**src/rtl/mem_stage.sv**
```systemverilog
// Pipeline MEM stage: drives the data bus for loads/stores, sequences each access
// with an IDLE/WAITING/OVER FSM, and produces the MEM/WB record plus a forwarding record.
package mem_stage_pkg;
  typedef struct packed {
    logic       reg_write;
    logic       mem_read;
    logic       mem_write;
    logic [1:0] mem_size;      // 0=B, 1=H, 2=W, 3=D
    logic       mem_unsigned;
  } ctl_t;

  typedef struct packed {
    ctl_t        ctl;
    logic [63:0] rd;
    logic [63:0] aluout;
    logic [4:0]  dst;
    logic [31:0] instr;
    logic [63:0] pcjump;
  } exec_data_t;

  typedef struct packed {
    ctl_t        ctl;
    logic [63:0] writedata;
    logic [4:0]  dst;
    logic [31:0] instr;
  } mem_data_t;

  typedef struct packed {
    logic [4:0]  dst;
    logic [63:0] data;
    logic        valid;
  } fwd_data_t;

  typedef enum logic [1:0] {S_IDLE, S_WAITING, S_OVER} mem_access_state_t;
endpackage

module mem_stage
  import mem_stage_pkg::*;
#(
  parameter int unsigned BUS_LATENCY_MAX = 0
) (
  input  logic        clk,
  input  logic        reset,
  input  logic        in_valid,
  input  exec_data_t  in,
  output logic        out_valid,
  output mem_data_t   out,
  output fwd_data_t   fwd,
  output logic        stall,
  output logic        err,
  output logic        dreq_valid,
  output logic [63:0] dreq_addr,
  output logic [2:0]  dreq_size,
  output logic [7:0]  dreq_strobe,
  output logic [63:0] dreq_data,
  input  logic        dresp_addr_ok,
  input  logic        dresp_data_ok,
  input  logic [63:0] dresp_data
);

  mem_access_state_t r_state, w_state_next;
  logic        r_addr_ok;
  logic [63:0] r_load_word;

  logic        w_mem_op;
  logic [2:0]  w_align_mask;
  logic [2:0]  w_off;
  logic [5:0]  w_shamt;
  logic [7:0]  w_strobe_base;
  logic [63:0] w_load_shifted;
  logic [63:0] w_load_ext;
  logic [63:0] w_writedata;
  logic        w_dreq_valid;
  logic        w_stall;
  logic        w_out_valid;
  logic        w_unused;

  assign w_unused = ^in.pcjump;
  assign w_mem_op = in_valid & (in.ctl.mem_read | in.ctl.mem_write);

  // Offset is aligned down to the access size; sub-size address bits are ignored.
  always_comb begin
    w_align_mask  = 3'b111;
    w_strobe_base = 8'h01;
    case (in.ctl.mem_size)
      2'd0: begin w_align_mask = 3'b111; w_strobe_base = 8'h01; end
      2'd1: begin w_align_mask = 3'b110; w_strobe_base = 8'h03; end
      2'd2: begin w_align_mask = 3'b100; w_strobe_base = 8'h0F; end
      default: begin w_align_mask = 3'b000; w_strobe_base = 8'hFF; end
    endcase
  end

  assign w_off       = in.aluout[2:0] & w_align_mask;
  assign w_shamt     = {w_off, 3'b000};
  assign dreq_addr   = {in.aluout[63:3], w_off};
  assign dreq_size   = {1'b0, in.ctl.mem_size};
  assign dreq_data   = in.rd << w_shamt;
  assign dreq_strobe = in.ctl.mem_write ? (w_strobe_base << w_off) : 8'h00;

  assign w_load_shifted = r_load_word >> w_shamt;

  always_comb begin
    w_load_ext = w_load_shifted;
    case (in.ctl.mem_size)
      2'd0: w_load_ext = in.ctl.mem_unsigned ? {56'd0, w_load_shifted[7:0]}
                                             : {{56{w_load_shifted[7]}}, w_load_shifted[7:0]};
      2'd1: w_load_ext = in.ctl.mem_unsigned ? {48'd0, w_load_shifted[15:0]}
                                             : {{48{w_load_shifted[15]}}, w_load_shifted[15:0]};
      2'd2: w_load_ext = in.ctl.mem_unsigned ? {32'd0, w_load_shifted[31:0]}
                                             : {{32{w_load_shifted[31]}}, w_load_shifted[31:0]};
      default: w_load_ext = w_load_shifted;
    endcase
  end

  always_comb begin
    w_state_next = r_state;
    w_dreq_valid = 1'b0;
    w_stall      = 1'b0;
    w_out_valid  = 1'b0;
    case (r_state)
      S_IDLE: begin
        if (w_mem_op) begin
          w_state_next = S_WAITING;
          w_dreq_valid = 1'b1;
          w_stall      = 1'b1;
        end else begin
          w_out_valid  = in_valid;
        end
      end
      S_WAITING: begin
        w_dreq_valid = ~r_addr_ok;
        w_stall      = 1'b1;
        if (dresp_data_ok) w_state_next = S_OVER;
      end
      S_OVER: begin
        w_out_valid  = 1'b1;
        w_state_next = S_IDLE;
      end
      default: w_state_next = S_IDLE;
    endcase
  end

  always_ff @(posedge clk or negedge reset) begin
    if (!reset) begin
      r_state     <= S_IDLE;
      r_addr_ok   <= 1'b0;
      r_load_word <= 64'd0;
    end else begin
      r_state <= w_state_next;
      if (w_state_next != S_WAITING) begin
        r_addr_ok <= 1'b0;
      end else if (w_dreq_valid && dresp_addr_ok) begin
        r_addr_ok <= 1'b1;
      end
      if (r_state == S_WAITING && dresp_data_ok) r_load_word <= dresp_data;
    end
  end

  // Outputs are forced quiet while reset is held, even with a live input.
  assign dreq_valid = reset & w_dreq_valid;
  assign stall      = reset & w_stall;
  assign out_valid  = reset & w_out_valid;

  assign w_writedata = (r_state == S_IDLE) ? in.aluout
                     : (in.ctl.mem_read ? w_load_ext : 64'd0);
  assign out = {in.ctl, w_writedata, in.dst, in.instr};
  assign fwd = {out.dst, out.writedata, out_valid & out.ctl.reg_write & (out.dst != 5'd0)};

  generate
    if (BUS_LATENCY_MAX != 0) begin : g_wd
      localparam int CW = $clog2(BUS_LATENCY_MAX + 1);
      logic [CW-1:0] r_wd_cnt;

      always_ff @(posedge clk or negedge reset) begin
        if (!reset) begin
          r_wd_cnt <= '0;
        end else if (r_state == S_WAITING) begin
          if (r_wd_cnt != CW'(BUS_LATENCY_MAX)) r_wd_cnt <= r_wd_cnt + 1'b1;
        end else begin
          r_wd_cnt <= '0;
        end
      end

      // Saturating count means the match below fires exactly once per access.
      assign err = reset & (r_state == S_WAITING) & (r_wd_cnt == CW'(BUS_LATENCY_MAX - 1));
    end else begin : g_no_wd
      assign err = 1'b0;
    end
  endgenerate

endmodule
```
**config.mk**
```make
export PLATFORM = sky130hd
export DESIGN_NAME = mem_stage
export DESIGN_NICKNAME = d
export VERILOG_FILES = /design/src/rtl/mem_stage.sv
export SDC_FILE = /design/constraint.sdc
export NUM_CORES = 1
export LEC_CHECK = 0
export CORE_AREA = 2 2 241 243
export CTS_CLUSTER_SIZE = 30
export DETAILED_ROUTE_END_ITERATION = 8
export DIE_AREA = 0 0 243 245
export PLACE_DENSITY = 0.4
export SETUP_SLACK_MARGIN = 0.05
export SLEW_MARGIN = 20
export SYNTH_ARGS = -nofsm -noshare
export SYNTH_HDL_FRONTEND = slang
export SYNTH_SLANG_ARGS = --single-unit
```
**constraint.sdc**
```tcl
create_clock -name clk -period 5.95 [get_ports clk]
set_input_delay 1.19 -clock clk [delete_from_list [all_inputs] [get_ports clk]]
set_output_delay 1.19 -clock clk [all_outputs]
set_load 0.02 [all_outputs]
```
### After elaboration in Yosys (flattened, before gate mapping)

Index checks and enable logic that the tools add are counted.
Widths: inputs -> output; s select.

* flip-flop bits (word level): 67
* bits of input ports: 304
* output and inout port bits: 320
* word-level logic and storage cells: 45

* eq/ne operators: 5
* shift operators: 3
* mux-type cells: 19
* bitwise logic cells: 9
* reduce and logical (&&, ||, !) cells: 6

Operators by type and width (count)
* $mux 64: 5
* $pmux 64 s3: 1
* $shl 64x6->64: 1
* $shr 64x6->64: 1
* $pmux 8 s3: 1
* $pmux 3 s3: 1
* $mux 8: 1
* $shl 8x3->8: 1
* $and 1x1->1: 6
* $pmux 1 s2: 3
* $reduce_bool 5->1: 1
* $eq 2x1->1 const B: 2
* $eq 2x2->1 const B: 2
* $logic_not 2->1: 2
* $mux 1: 4
* $mux 2: 2
* $pmux 2 s2: 1
* $and 3x3->3: 1
* $logic_and 1x1->1: 2
* $ne 2x1->1 const B: 1
* $reduce_bool 2->1: 1
* $not 1->1: 1
* $or 1x1->1: 1

### Longest topological paths before layout

Gate-level depths: netlist of run 1.

* depth after elaboration: 8
* mapped depth: 11
* mapped depth without buffers: 7

### Worst setup path before layout of run 1

Ideal clock, no wire load.

* path kind: input to output
* start: input port in[231] in the netlist's numbering
* end: output port out[37] in the netlist's numbering
* arrival time: 3.308 ns
* required time: 4.760 ns
* setup slack: 1.452 ns
* stages: 7
* path buffers: 3
* cells stage by stage: or3b_1 -> buf_4 -> inv_1 -> buf_4 -> mux4_2 -> o21ai_0 -> buf_4

RTL lines
* start: declaration: RTL line 45 `input exec_data_t in,`
* end: declaration: RTL line 47 `output mem_data_t out,`

==> results.toml, run 1 <==
[job]
cap_violations = 0

[setup_path]
crit_arrival_ns = 4.57
startpoint_type = "input port"
path_cells = "clkdlybuf4s50_1 > and2b_2 > o32ai_1 > or4_4 > o22ai_4 > o211a_1 > a221o_1 > clkdlybuf4s50_1"
worstPathMaxFanout = 14
cp_slowest_cell = "clkdlybuf4s50_1"
cpPeakStageDelay_ns = 0.67
path_class = "in -> out"
required_ns = 4.76
cpMostUsedCell = "clkdlybuf4s50_1"
worstSetupEndpointType = "primary output"

[detailed_routing]
vias_per_cell = 4.187
wl_per_cell_um = 21.44
drc_errors = 0
firstDrtPassIters = 5
vias = 9593
first_iter_violations = 521
wl_mm = 49.12
ant_nets = 0

[power]
clockPowerShare_pct = 16.1
power_switching_mw = 1.532
powerDensity_mw_per_mm2 = 247.5
internal_power_mw = 1.762
leakage_nw = 5.702
vdd_ir_drop_max_mv = 0.1523
seqPwrFrac_pct = 24.5
power_frac_comb_pct = 59.4
sw_frac_of_total_pct = 46.52

[grt]
grtUsageTotal_pct = 15.57
antenna_found_initial = 3
grt-ovfl-total = 0
grt_max_degree = 77
grt_pass1_vias = 9530
grt_pass1_wl_mm = 68.69

[timing]
finClkSkew_ns = 0.008565
worst_pin_slew_ns = 0.9297
slew_headroom_pct = 37.79
timing.final.crit_share_pct = 96.76
tns_ns = 0
worst_slack_ns = 0.1925
rsz0062_at_grt = "no"
finalSetupViolCount = 0
hold_violations = 0
period_needed_ns = 5.757
fmaxAchievable_mhz = 173.7
hold_slack_ns = 0.4749
slew_violations = 0

[synth]
ys_seq_area_share_pct = 19.66
ys_warn_count = 0
yosysTopAreaCell = "dfrtp_1"
synth-seq-cells = 67
synth-edff-count = 0
yosysTopAreaCellShare_pct = 19.66
synthCells = 1250
netlist_area_mm2 = 0.008528
ys.flop_type = "dfrtp_1"
synthTopCellsByCount = "nand2_1, buf_4, dfrtp_1"
synthTopCellsByArea = "dfrtp_1, nand2_1, buf_4"
synth.distinct_cells = 62
async_flop_share_pct = 100.0
avgSynthCellArea_um2 = 6.823
yosys.cell_count.top_type = "nand2_1"

[placement]
dpl.hpwl_mm = 39.59
gpl.final_weighted_congestion = 0.8134
post-place-ws_ns = 0.1850
io_buffers = 493

[floorplanning]
die_w_um = 243
start_util_pct = 14.95
die_y_um = 245
pin_count = 624
num_rows = 88
die_area_mm2 = 0.05954
core_area_mm2 = 0.05703

[clock_network]
cts_root_buf = "clkbuf_16"
clk_path_buf_depth = 2
cts_buffers = 9
clock_sinks = 67
clkSlewWorstSetupHoldPaths_ns = 0.06
htreeDepth = 3
insertion_delay_ns = 0.35
cts_tree = "yes"

[layout]
n_antenna_cell = 0
nets = 1826
drive_above_1_share_pct = 8.388
utilization_pct = 23.33
syn2layout_area_growth_pct = 56.05

[status]
outcome = "finished, final reports clean"

[min_path]
hold_class = "reg -> reg"
-- worst paths after layout --
check,start,end,slack [ns],cells past startpoint
setup reg to reg,r_state[1],r_load_word[45],3.50,6
min in group asynchronous,reset,r_load_word[31],0.70,1
max in group asynchronous,reset,r_load_word[59],4.24,2
hold reg to reg,r_load_word[4],r_load_word[4],0.47,2
setup / recovery,in[101],out[54],0.19,8
hold / removal,r_load_word[4],r_load_word[4],0.47,2
-- cells by family (layout without fill, tap and decap cells) --
group                  count (synthesis)  count (layout)  share of synthesized area (%)
DFF                                   67              67                          19.66
other                                  1               2                        0.04397
buffers and inverters                275             550                          20.69
and+or+nand+nor                      620             620                          30.69
AOI/OAI and AO/OA                    216             216                          19.38
muxes                                 71              71                          9.536
-- metal layers --
layer	GRT usage (%)	wire length, µm	vias to the layer above	part of all wire, %
met5	0	44	-	0.090
met4	3.013	767	6	1.6
met3	3.586	3165	41	6.4
met2	26.37	23150	395	47
met1	20.22	21990	4544	45
li1	-	-	4607	-
-- state kept, by name, summed over array words and instances (netlist names) --
name / count
r_addr_ok: 1
r_state: 2
r_load_word: 64
-- placed cells by master (no fill, tap or decap), drive strengths merged, types with 2 or more instances in the layout --
master,synthesis,layout
a221oi,2,2
nand2,435,435
o21a,2,2
nand3,50,50
o21ai,43,43
nor2,61,61
o22ai,17,17
and2,30,30
mux4,8,8
o31ai,34,34
conb,1,2
a221o,13,13
clkbuf,62,11
and3,16,16
a32o,8,8
nor4b,2,2
a22o,10,10
a31oi,7,7
mux2,2,2
clkdlybuf4s50,0,475
or2,4,4
nand2b,4,4
dfrtp,67,67
mux2i,61,61
o211ai,8,8
a21oi,42,42
nor2b,8,8
a22oi,15,15
or3,2,2
buf,207,54
inv,6,8
a21o,2,2
-- stage by stage --
| stage | power, mW | cells | area [µm²] |
|---|---|---|---|
| 2_1_floorplan | 1.884 | 1251 | 8532 |
| 3_3_place_gp | 2.781 | 2276 | 13010 |
| 3_5_place_dp | 2.783 | 2276 | 13010 |
| 4_1_cts | 3.329 | 2291 | 13300 |
| 5_1_grt | 3.476 | 2291 | 13310 |
| 6_report | 3.294 | 2291 | 13310 |
-- timing repair --
action | CTS | global route
hold buffers | 0 | 0
endpoints found under the setup margin | 0 | 1
gates resized for setup | 0 | 1
endpoints found under the hold margin | 0 | 0
buffers inserted | 0 | 0
-- critical path: cells and delay by family --
kind	cells	cell delay (ns)
compound gates	4	1.18
simple gates	2	0.85
buf+inv	2	1.33
-- final cells by class --
type / count / area [µm²]
multi-input cells: 909 / 5122
repair buffers: 529 / 5243
clock inverters: 4 / 33.78
well taps: 765 / 957.2
inverters: 6 / 22.52
clock buffers: 11 / 252.7
fillers: 6406 / 43730
flip-flops and latches: 67 / 1677
-- power groups by stage --
stage / Clock (mW) / Sequential [mW] / Combinational, mW
finish: 0.531 / 0.807 / 1.96
floorplan: 0 / 0.705 / 1.18
detailed placement: 0 / 0.813 / 1.97
CTS: 0.545 / 0.804 / 1.98
global route: 0.561 / 0.825 / 2.09
global placement: 0 / 0.811 / 1.97
Note: power is estimated with default switching activity, not from simulation.
==> run 2, diff against run 1 <==
Settings changed: CORE_AREA 2 2 241 243 to 2 2 243 245, DIE_AREA 0 0 243 245 to 0 0 245 247, PLACE_DENSITY 0.4 to 0.41.
Clock period 5.95 ns to 4.81 ns, I/O delays scaled along.
==> results.toml, run 2 (synthesized netlist as in run 1, its figures left out) <==
[status]
outcome = "finished, final reports clean"

[detailed_routing]
vias = 10070
vias_per_cell = 4.241
firstDrtPassIters = 5
ant_nets = 0
wl_per_cell_um = 22.77
drc_errors = 0
first_iter_violations = 538
wl_mm = 54.09

[layout]
final_common_cell = "nand2_1"
regMostFlops = "r_load_word"
n_antenna_cell = 0
drive_above_1_share_pct = 15.67
final_cell_mix = "nand2_1, clkdlybuf4s50_1, buf_4"
syn2layout_area_growth_pct = 65.26
nets = 1901
largest_reg_flops = 64
top_regs = "r_load_word (64), r_state (2), r_addr_ok (1)"

[timing]
slew_headroom_pct = 51.31
period_needed_ns = 4.738
finalSetupViolCount = 0
slew_violations = 0
timing.final.crit_share_pct = 98.49
fmaxAchievable_mhz = 211.1
rsz0062_at_grt = "yes"
hold_slack_ns = 0.4595
worst_pin_slew_ns = 0.7303
finClkSkew_ns = 0.009307
hold_violations = 0
tns_ns = 0

[placement]
dpl.hpwl_mm = 43.93
gpl.final_weighted_congestion = 0.8532
io_buffers = 493

[job]
cap_violations = 0

[power]
powerDensity_mw_per_mm2 = 301.1
leakage_nw = 6.609
vdd_ir_drop_max_mv = 0.1946

[setup_path]
path_class = "in -> out"
r2r_slack_ns = 2.93
ff2ff_path_depth = 5
r2r-start = "r_state[1]"
cp-startpoint = "in[230]"
rr_endpoint = "r_load_word[36]"
startpoint_type = "input port"
crit_arrival_ns = 3.78
required_ns = 3.85
worstSetupEndpointType = "primary output"
worstPathMaxFanout = 13

[floorplanning]
num_rows = 89
die_y_um = 247
start_util_pct = 14.64
pin_count = 624
core_area_mm2 = 0.05824
die_area_mm2 = 0.06052
die_w_um = 245

[clock_network]
clkSlewWorstSetupHoldPaths_ns = 0.06
cts_root_buf = "clkbuf_16"
htreeDepth = 3
cts_tree = "yes"
clock_sinks = 67
cts_buffers = 9
clk_path_buf_depth = 2
insertion_delay_ns = 0.34

[grt]
grt_pass1_wl_mm = 74.11
grt_pass1_vias = 10030
grt_max_degree = 69
antenna_found_initial = 3
grtUsageTotal_pct = 16.79
grt-ovfl-total = 0

[min_path]
hold_class = "in -> async"
run 2: cell types whose count changed in the layout (fill, tap and decap cells not counted), sizes merged:
| cell | before | now |
|---|---|---|
| clkdlybuf4s50 | 475 | 330 |
| buf | 54 | 154 |
| dlygate4sd2 | 0 | 86 |
| clkbuf | 11 | 25 |
| dlymetal6s2s | 0 | 13 |
| clkdlybuf4s15 | 0 | 6 |
| bufinv | 0 | 1 |
| clkinvlp | 1 | 2 |
run 2: worst max-delay path, stage by stage:
cell and delay (ns):
clkdlybuf4s50_1 0.42, buf_6 0.14, and2b_2 0.21, o32ai_1 0.08
or4_4 0.55, o22ai_4 0.21, o31ai_4 0.10, buf_12 0.16
buf_4 0.15, buf_12 0.13, o31ai_2 0.25, dlygate4sd2_1 0.38
run 2: layout make-up:
cell class	count	area (µm²)
Tap cell	773	967.2
Clock buffer	10	239.0
Inverter	6	22.52
Timing Repair Buffer	604	5916
Sequential cell	67	1677
Fill cell	6498	44150
Multi-Input combinational cell	909	5201
Clock inverter	6	71.32
run 2: worst max path at each step:
stage	slack (ns)	end	depth (start not counted)
global placement	-0.22	out[38]	11
floorplan	0.77	out[37]	7
detailed placement	-0.23	out[37]	11
CTS	0.02	fwd[63]	12
finish	0.07	fwd[57]	12
global route	-0.02	fwd[57]	12
run 2: routing by layer:
layer,wire length (µm),global-route usage [%]
met5,44,0
met4,1183,3.587
met3,3347,3.364
met2,26200,29.50
met1,23310,21.12
run 2: what timing repair did:
action / in CTS / in global routing
buffers inserted: 4 / 1
gates cloned: 0 / 2
setup endpoints to repair: 146 / 89
pin swaps: 2 / 3
resized for setup: 152 / 58
hold buffers: 0 / 0
run 2: power by group:
part	internal [mW]	leakage [nW]	total [mW]	switching, mW
clock	0.420	0.146	0.696	0.276
combinational	1.10	5.63	2.54	1.44
sequential	0.738	0.834	1.01	0.269
run 2: through the flow:
stage	std cells	worst slack (ns)	util [%]	total power [mW]	cell area (µm²)
2_1_floorplan	1251	0.7681	-	2.331	8532
3_3_place_gp	2352	-0.2192	23.65	3.668	13770
3_5_place_dp	2352	-0.2331	23.65	3.675	13770
4_1_cts	2372	0.01752	24.14	4.297	14060
5_1_grt	2375	-0.02011	24.20	4.499	14090
6_report	2375	0.07249	24.20	4.243	14090
==> run 3, diff against run 2 <==
Settings changed: MAX_ROUTING_LAYER set to met4.
==> results.toml, run 3 (synthesized netlist as in run 1, its figures left out) <==
[placement]
dpl.hpwl_mm = 43.89
gpl.final_weighted_congestion = 0.8427
io_buffers = 493
dp_cells = 2358

[floorplanning]
die_y_um = 247
start_util_pct = 14.64
core_area_mm2 = 0.05824
die_area_mm2 = 0.06052
die_w_um = 245
num_rows = 89
pin_count = 624

[layout]
finalNonFillerCells = 2382
utilization_pct = 24.32
top_regs = "r_load_word (64), r_state (2), r_addr_ok (1)"
syn2layout_area_growth_pct = 66.06
drive_above_1_share_pct = 14.53
nets = 1903
regMostFlops = "r_load_word"
final_cell_mix = "nand2_1, clkdlybuf4s50_1, buf_4"
largest_reg_flops = 64
final_common_cell = "nand2_1"

[setup_path]
required_ns = 3.85
ff2ff_path_depth = 5
worstSetupEndpointType = "primary output"
rr_endpoint = "r_load_word[45]"
crit_arrival_ns = 3.71
worstPathMaxFanout = 13
r2r_slack_ns = 2.97
startpoint_type = "input port"
path_class = "in -> out"
r2r-start = "r_state[1]"

[timing]
worst_pin_slew_ns = 0.7389
finClkSkew_ns = 0.008188
slew_headroom_pct = 50.74
timing.final.crit_share_pct = 97.17
finalSetupViolCount = 0
period_needed_ns = 4.674
hold_violations = 0
fmaxAchievable_mhz = 213.9
slew_violations = 0
rsz0062_at_grt = "no"

[detailed_routing]
firstDrtPassIters = 5
drc_errors = 0
ant_nets = 0
wl_per_cell_um = 22.24
vias_per_cell = 4.227
wl_mm = 52.97
first_iter_violations = 531
vias = 10070

[clock_network]
clock_sinks = 67
clkSlewWorstSetupHoldPaths_ns = 0.05
insertion_delay_ns = 0.35
cts_buffers = 9
htreeDepth = 3
cts_hold_buf = 0
cts_root_buf = "clkbuf_16"
cts_tree = "yes"
clk_path_buf_depth = 2

[grt]
grt_max_degree = 98
antenna_found_initial = 5
grt-ovfl-total = 0
grtUsageTotal_pct = 17.19
grt_pass1_vias = 10190
grt_pass1_wl_mm = 73.67

[min_path]
hold_class = "in -> async"

[power]
report.power.total_mw = 4.241
leakage_nw = 6.544
powerDensity_mw_per_mm2 = 299.4
vdd_ir_drop_max_mv = 0.1816

[status]
outcome = "finished, final reports clean"

[job]
cap_violations = 0
run 3: changes by cell type in the layout (fill, tap and decap cells not counted), sizes merged:
cell	delta
buf	-2
clkbuf	-12
clkdlybuf4s15	+3
clkdlybuf4s50	+23
clkinvlp	-2
diode	+5
dlygate4sd2	-4
dlymetal6s2s	-4
run 3: worst max-delay path, cell delays in order:
cell	delay, ns
clkdlybuf4s50_1	0.45
buf_4	0.15
or3b_4	0.41
buf_4	0.16
inv_2	0.07
buf_12	0.15
buf_6	0.20
buf_4	0.19
and3_1	0.16
a21oi_1	0.07
and2_1	0.19
clkdlybuf4s50_1	0.54
run 3: stage by stage:
step | hold slack [ns] | setup WS [ns] | TNS, ns | area, µm²
6_report | 0.4538 | 0.1360 | 0 | 14160
5_1_grt | 0.4486 | 0.05263 | 0 | 14160
4_1_cts | 0.4437 | -0.06385 | -0.2337 | 14070
3_5_place_dp | 0.4700 | -0.2314 | -12.34 | 13820
3_3_place_gp | 0.4623 | -0.2187 | -10.19 | 13820
2_1_floorplan | 0.4405 | 0.7681 | 0 | 8532
run 3: report_power, final:
group          internal [mW]  switching [mW]  leakage [nW]  total, mW
registers              0.739           0.265         0.834       1.00
clock network          0.434           0.264         0.154      0.699
logic                   1.12            1.42          5.56       2.54
total                   2.29            1.95          6.54       4.24
run 3: timing repair:
action,in CTS,in global routing
endpoints found under the setup margin,119,79
setup buffers,3,0
gates resized for setup,115,31
pin swaps,1,4
run 3: layout make-up:
class,instances,area (µm²)
inverter,6,22.52
clock buffer,12,256.5
antenna,5,12.51
multi-input combinational,909,5181
timing repair buffer,606,5989
fill,6492,44080
tap,773,967.2
sequential,67,1677
clock inverter,4,56.30
run 3: layer usage:
metal  track usage, %  up-vias  wire length [µm]
met2            29.70      419             26310
li1                 -     4770                 -
met3            2.746       26              3036
met1            21.31     4853             22950
met4            2.941        0               687
met5                -        -                 0
run 3: worst max path at each step:
stage               endpoint  startpoint  depth (start not counted)  slack [ns]
2_1_floorplan        out[37]     in[231]                          7        0.77
3_3_place_gp          fwd[9]     in[230]                         12       -0.22
3_5_place_dp         out[45]     in[230]                         12       -0.23
4_1_cts              out[51]     in[230]                         14       -0.06
5_1_grt              fwd[62]     in[101]                         11        0.05
6_report       dreq_data[27]     in[101]                         12        0.14
